[config.mk]
export PLATFORM = sky130hd
export DESIGN_NAME = lcd_timing
export DESIGN_NICKNAME = d
export VERILOG_FILES = /design/src/rtl/lcd_timing.sv
export SDC_FILE = /design/constraint.sdc
export NUM_CORES = 1
export LEC_CHECK = 0
export BUFFER_PORTS_ARGS = -buffer_cell sky130_fd_sc_hd__buf_2
export CORE_AREA = 2 2 108 58
export CTS_CLUSTER_SIZE = 20
export DETAILED_ROUTE_END_ITERATION = 8
export DIE_AREA = 0 0 110 60
export PLACE_DENSITY = 0.63
export SLEW_MARGIN = 20
export SYNTH_ARGS = -nofsm -noshare
export SYNTH_HDL_FRONTEND = slang
export SYNTH_SLANG_ARGS = --single-unit
[constraint.sdc]
create_clock -name clock -period 2.6 [get_ports clock]
set_input_delay 0.13 -clock clock [delete_from_list [all_inputs] [get_ports clock]]
set_output_delay 0.13 -clock clock [all_outputs]
set_load 0.03 [all_outputs]
[src/rtl/lcd_timing.sv]
// lcd_timing: pixel-clock divider plus horizontal/vertical raster counters for
// a parallel RGB panel. Produces the panel syncs and pixel clock together with
// per-pixel and per-frame strobes for the frame-buffer streaming stage.
// All outputs are decoded from registers only, so an asynchronous reset
// clears them immediately and enable never reaches an output combinationally.
module lcd_timing #(
    parameter int CLOCK_DIVIDER = 4,
    parameter int H_ACTIVE      = 800,
    parameter int H_FRONT       = 40,
    parameter int H_SYNC        = 48,
    parameter int H_BACK        = 88,
    parameter int V_ACTIVE      = 480,
    parameter int V_FRONT       = 13,
    parameter int V_SYNC        = 3,
    parameter int V_BACK        = 32,
    parameter int SYNC_POLARITY = 0
) (
    input  logic        clock,
    input  logic        reset_n,
    input  logic        enable,
    output logic        lcd_pclk,
    output logic        lcd_hsync,
    output logic        lcd_vsync,
    output logic        lcd_data_enable,
    output logic        lcd_tick,
    output logic        lcd_next_frame,
    output logic [10:0] x,
    output logic [10:0] y,
    output logic [15:0] frame_count
);

    localparam int H_TOTAL = H_ACTIVE + H_FRONT + H_SYNC + H_BACK;
    localparam int V_TOTAL = V_ACTIVE + V_FRONT + V_SYNC + V_BACK;
    localparam int DIV_W   = $clog2(CLOCK_DIVIDER);

    localparam logic [DIV_W-1:0] DIV_LAST = DIV_W'(CLOCK_DIVIDER - 1);
    localparam logic [DIV_W-1:0] DIV_HALF = DIV_W'(CLOCK_DIVIDER / 2);

    localparam logic [10:0] H_LAST     = 11'(H_TOTAL - 1);
    localparam logic [10:0] H_ACT      = 11'(H_ACTIVE);
    localparam logic [10:0] HS_START   = 11'(H_ACTIVE + H_FRONT);
    localparam logic [10:0] HS_END     = 11'(H_ACTIVE + H_FRONT + H_SYNC);
    localparam logic [10:0] V_LAST     = 11'(V_TOTAL - 1);
    localparam logic [10:0] V_ACT      = 11'(V_ACTIVE);
    localparam logic [10:0] V_ACT_LAST = 11'(V_ACTIVE - 1);
    localparam logic [10:0] VS_START   = 11'(V_ACTIVE + V_FRONT);
    localparam logic [10:0] VS_END     = 11'(V_ACTIVE + V_FRONT + V_SYNC);

    // Level driven onto a sync pin while it is asserted.
    localparam logic SYNC_ON = (SYNC_POLARITY != 0);

    logic             running_q;
    logic [DIV_W-1:0] div_q, div_d;
    logic [10:0]      h_q, h_d;
    logic [10:0]      v_q, v_d;
    logic [15:0]      frame_count_q, frame_count_d;

    logic div_wrap, h_wrap, v_wrap;

    assign div_wrap = (div_q == DIV_LAST);
    assign h_wrap   = (h_q == H_LAST);
    assign v_wrap   = (v_q == V_LAST);

    // Raster advance; counters collapse to 0 whenever timing is not (or will
    // not be) running, so x/y read 0 while idle and a re-enable starts clean.
    always_comb begin
        div_d = '0;
        h_d   = '0;
        v_d   = '0;
        if (running_q && enable) begin
            div_d = div_wrap ? '0 : div_q + 1'b1;
            h_d   = h_q;
            v_d   = v_q;
            if (div_wrap) begin
                h_d = h_wrap ? '0 : h_q + 11'd1;
                if (h_wrap) begin
                    v_d = v_wrap ? '0 : v_q + 11'd1;
                end
            end
        end
        frame_count_d = frame_count_q + {15'd0, lcd_next_frame};
    end

    // State registers with asynchronous active-low clear.
    always_ff @(posedge clock or negedge reset_n) begin
        if (!reset_n) begin
            running_q     <= 1'b0;
            div_q         <= '0;
            h_q           <= '0;
            v_q           <= '0;
            frame_count_q <= '0;
        end else begin
            running_q     <= enable;
            div_q         <= div_d;
            h_q           <= h_d;
            v_q           <= v_d;
            frame_count_q <= frame_count_d;
        end
    end

    assign lcd_tick        = running_q && div_wrap;
    assign lcd_pclk        = running_q && (div_q >= DIV_HALF);
    assign lcd_data_enable = running_q && (h_q < H_ACT) && (v_q < V_ACT);
    assign lcd_hsync       = (running_q && h_q >= HS_START && h_q < HS_END) ? SYNC_ON : !SYNC_ON;
    assign lcd_vsync       = (running_q && v_q >= VS_START && v_q < VS_END) ? SYNC_ON : !SYNC_ON;
    // Fires as vertical front porch begins, leaving all of blanking for refill.
    assign lcd_next_frame  = lcd_tick && h_wrap && (v_q == V_ACT_LAST);
    assign x               = h_q;
    assign y               = v_q;
    assign frame_count     = frame_count_q;

endmodule

After elaboration in Yosys (flattened, before gate mapping)
Index checks and enable logic that the tools add are counted.
{"block": "op_classes", "addsub": 4, "n_lt_le_gt_ge": 7, "n_eq_ne": 6, "muxes": 11, "n_reduce_logical": 12}
{"operator": "11-bit 2-to-1 mux", "count": 7}
{"operator": "11-bit by 1-bit adder with 11-bit output (second input constant)", "count": 2}
{"operator": "11-bit by 10-bit == test with 1-bit output (second input constant)", "count": 2}
{"operator": "11-bit by 10-bit < comparator with 1-bit output (second input constant)", "count": 2}
{"operator": "11-bit by 9-bit < comparator with 1-bit output (second input constant)", "count": 2}
{"operator": "16-bit by 1-bit adder with 16-bit output", "count": 1}
{"operator": "11-bit by 9-bit == test with 1-bit output (second input constant)", "count": 1}
{"operator": "11-bit by 10-bit >= comparator with 1-bit output (second input constant)", "count": 1}
{"operator": "11-bit by 9-bit >= comparator with 1-bit output (second input constant)", "count": 1}
{"operator": "1-bit logical AND", "count": 11}
{"operator": "2-bit 2-to-1 mux", "count": 2}
{"operator": "2-bit != test (second input constant)", "count": 2}
{"operator": "2-bit by 1-bit adder with 2-bit output (second input constant)", "count": 1}
{"operator": "2-bit == test (second input constant)", "count": 1}
{"operator": "2-bit >= comparator (second input constant)", "count": 1}
{"operator": "1-bit 2-to-1 mux", "count": 2}
{"operator": "2-bit AND reduction", "count": 1}
{"block": "totals", "register_bits": 41, "wordCells": 45}

Depth between registers and ports, before layout
{"block": "depth", "depth_word": 5, "depth_mapped": 10}

Worst setup path after synthesis
OpenSTA, ideal clock, no wires.
{"block": "synth_path", "kind": "register to register", "start": "register h_q[1] (netlist: x[1])", "end": "register frame_count_q[10] (netlist: frame_count[10])", "setup_time_ns": 0.134, "t_arrival_ns": 3.391, "required_time_ns": 2.466, "setup_slack_ns": -0.925, "path_stages_with_launch": 11, "period_less_slack_ns": 3.525, "cell_sequence": "dfrtp_1 > ha_1 > and4_2 > nand3_1 > nor4bb_1 > ha_1 > ha_1 > inv_1 > nor3_1 > nand2_1 > xnor2_1"}
{"block": "synth_between", "elab_chain_len": 4}
{"element": "start: declaration", "line": "54", "source": "logic [10:0] h_q, h_d;"}
{"element": "start signal: assignment", "line": "89", "source": "h_q <= '0;"}
{"element": "start signal: assignment", "line": "95", "source": "h_q <= h_d;"}
{"element": "11-bit by 10-bit == test with 1-bit output", "line": "61", "source": "assign h_wrap = (h_q == H_LAST);"}
{"element": "1-bit logical AND (2 in a row)", "line": "107", "source": "assign lcd_next_frame = lcd_tick && h_wrap && (v_q == V_ACT_LAST);"}
{"element": "named net lcd_next_frame", "line": "26", "source": "output logic lcd_next_frame,"}
{"element": "16-bit by 1-bit adder with 16-bit output", "line": "81", "source": "frame_count_d = frame_count_q + {15'd0, lcd_next_frame};"}
{"element": "named net frame_count_d[10]", "line": "56", "source": "logic [15:0] frame_count_q, frame_count_d;"}
{"element": "end signal: assignment", "line": "97", "source": "frame_count_q <= frame_count_d;"}
{"element": "end: declaration", "line": "56"}
The timed path passes the listed nets, and every way through them passes these cells.
A chain may end at the register's enable or synchronous reset.

Final worst setup path
{"block": "layout_path", "start": "register h_q[5] (netlist: x[5])", "end": "register frame_count_q[12] (netlist: frame_count[12])"}
{"block": "layout_between", "elab_chain_len": 4}
{"element": "11-bit by 10-bit == test with 1-bit output", "line": "61"}
{"element": "1-bit logical AND (2 in a row)", "line": "107"}
{"element": "16-bit by 1-bit adder with 16-bit output", "line": "81"}
{"element": "named net frame_count_d[12]", "line": "56"}
The timed path passes the listed nets, and every way through them passes these cells.

==> results by group <==
Die
  • Starting density of the core: 38.5%
  • Core Area: 5730 um^2
  • Chip Width: 110 um
  • Chip Height: 60 um
  • I/O pin cnt: 47
  • Die area: 6600 um^2
  • # rows: 20

Pwr
  • Static Leak: 1.26 nW
  • Power per Cell Area: 414 nW/um^2
  • Maximum vdd drop: 176 uV

STA
  • Final setup fails: 0
  • Tmin final: 2.34 ns
  • Peak Freq: 428 MHz
  • RSZ-0062 raised after global routing: false
  • Setup slack after layout: 0.262 ns
  • Max Clock Skew: 0.0112 ns
  • Least-Margin Pin Slew: 0.924 ns
  • Slew headroom: 38.4%
  • Period Utilization, post-route: 89.9%
  • Max Slew Vio Count: 0
  • Worst hold margin: -0.0377 ns
  • Hold Vio Cnt, Final: 41

Clocking
  • Reg clk slew, reported paths: 0.09 ns
  • Clock Latency Late Sink: 0.30 ns
  • Post-CTS sizing: 0
  • CTS Buf Count: 5
  • CTS H-tree depth: 2
  • CTS Hold Bufs: 1
  • Clock tree sinks: 41
  • Setup Fix Bufs, Post-CTS: 0
  • CTS root buffer: clkbuf_8
  • CTS tree: built
  • Max Buffers Root-to-Sink: 2

Synthesis
  • Syn nets: 228
  • EDFF count, synth: 0
  • Mapped Avg Cell Area: 10.2 um^2
  • Ys flop type: dfrtp_1
  • Synth warn: 0
  • Yosys cell types: 47
  • Part of the Yosys area used for sequential elements: 46.5%
  • Mapped cell area: 2200 um^2
  • Synth async-reset ratio: 100%
  • Yosys reg bits: 41
  • Cells after synthesis: 217

Finish
  • Most common cell after layout, fill and taps aside: buf_2
  • Nets: 281
  • Ant diodes: 0
  • Synthesis-to-finish area growth: 21.0%
  • Layout cell share with drive strength beyond 1: 30.6%
  • Layout Utilization: 46.6%
  • Finished Cell Area: 2670 um^2
  • Most frequent cells in the layout: buf_2, dfrtp_1, nand2_1, xnor2_1

GRT
  • Number of global-route vias before repair: 1671
  • Tot GR Track Use: 17.5%
  • Total congestion overflow: 0
  • First-pass GRT wire length: 8600 um
  • Largest net degree at the start of global routing: 42
  • Initial antenna violation count: 0

Detailed routing
  • DRC: 0
  • Average wire per standard cell: 15.2 um
  • Initial DRT Pass Iterations: 4
  • Antenna Nets Post-Route: 0
  • Final WL: 5290 um
  • Drt first-iter violations: 107
  • Vias: 1834
  • Via density: 5.27

Place
  • Place WS: 0.245 ns
  • IO buf count: 46
  • DP Wirelength: 3960 um
  • Final GP Congestion: 0.793
  • Placed cell areas: 2570 um^2

Setup path
  • FF-to-FF path depth: 9
  • WP data arrival: 2.53 ns
  • Crit start category: register
  • Max stage delay on crit path: 0.45 ns
  • Worst Path Required: 2.79 ns
  • Critical path endpoint category: register
  • Crit path kind: reg2reg
  • Worst flop-to-flop path startpoint: x[5]$_DFFE_PN0P_
  • CP max FO: 7
  • Reg-to-reg endpoint: frame_count[12]$_DFF_PN0_
  • R2R setup slack: 0.26 ns
  • Slowest cell on the critical path: dfrtp_2
  • Crit-path cells: and4bb_2 -> nand3_1 -> nor4bb_4 -> ha_2 -> ha_4 -> inv_1 -> nor3_2 -> nand2_1 -> xnor2_1

Run status
  • Failing checks: negative hold slack
  • Status: complete, but fails checks

Job
  • Max_cap viols: 0

Worst hold path
  • Hold Crit Class: in2async
stage by stage:
| stage | hold slack, ns | TNS [ns] | instances | total power, W |
|---|---|---|---|---|
| after floorplan | -0.166 | -0.000978 | 217 | 0.000673 |
| after global placement | 0.303 | 0 | 339 | 0.000698 |
| after detailed placement | 0.307 | 0 | 339 | 0.000698 |
| after CTS | 0.000351 | 0 | 348 | 0.00112 |
| after global routing | 0.0319 | 0 | 348 | 0.00116 |
| final | -0.0377 | 0 | 348 | 0.00110 |
synth_stat cells (5+ instances only):
cell	instances	share of area, %
xnor2_1	17	6.8
o31ai_1	5	1.7
nand3_1	16	3.6
ha_1	8	4.5
xor2_1	5	2.0
nand2_1	22	3.7
nand4_1	8	2.3
nor3_1	10	2.3
nor2_1	16	2.7
inv_1	9	1.5
dfrtp_1	41	47
report_power, final:
part,switching [W],internal [W]
registers,0.00000174,0.000639
logic,0.0000331,0.0000106
clock network,0.000234,0.000186
total,0.000269,0.000835
state kept, by name (all words and copies together), names as in the netlist:
register	count
x	11
y	11
frame_count	16
div_q	2
running_q	1
metal layers:
layer,track usage (%),wire length (um),part of all wire [%],vias to the layer above
met3,4.80,378,7.1,5
met5,0,0,0,-
met2,22.8,2010,38,60
met4,5.42,51,0.96,0
met1,27.3,2850,54,880
li1,-,-,-,889
worst max-delay path by stage:
stage / cells past startpoint / end / start / slack [ns]
finish: 9 / frame_count[12]$_DFF_PN0_ / x[5]$_DFFE_PN0P_ / 0.26
CTS: 9 / frame_count[12]$_DFF_PN0_ / x[5]$_DFFE_PN0P_ / 0.23
floorplan: 10 / frame_count[10]$_DFF_PN0_ / x[1]$_DFFE_PN0P_ / -0.001
global placement: 9 / frame_count[10]$_DFF_PN0_ / x[5]$_DFFE_PN0P_ / 0.32
global route: 9 / frame_count[12]$_DFF_PN0_ / x[5]$_DFFE_PN0P_ / 0.07
detailed placement: 9 / frame_count[12]$_DFF_PN0_ / x[5]$_DFFE_PN0P_ / 0.25
logic make-up (layout without fill, tap and decap cells):
| logic type | after synthesis | in the layout | share of synthesized area [%] |
|---|---|---|---|
| adders and majority gates | 8 | 8 | 4.54 |
| DFF | 41 | 41 | 46.5 |
| AOI/OAI and AO/OA | 29 | 29 | 9.42 |
| muxes | 3 | 3 | 1.42 |
| and+or+nand+nor | 98 | 98 | 24.4 |
| buffers and inverters | 16 | 70 | 4.94 |
| xor gates and xnor gates | 22 | 22 | 8.74 |
final cells by class:
cell class | instances | area [um^2]
sequential | 41 | 1040
timing repair buffer | 53 | 285
tap | 77 | 96.3
clock inverter | 3 | 17.5
fill | 561 | 3060
inverter | 9 | 33.8
clock buffer | 5 | 68.8
multi-input combinational | 160 | 1130
critical path, delay by kind of cell, from the launching register on:
family	cells	cell delay, ns
simple gates	5	1.15
fa+ha+maj	2	0.45
flops	1	0.45
xor+xnor	1	0.14
buf+inv	1	0.05
Note: power is estimated with default switching activity, not from simulation.
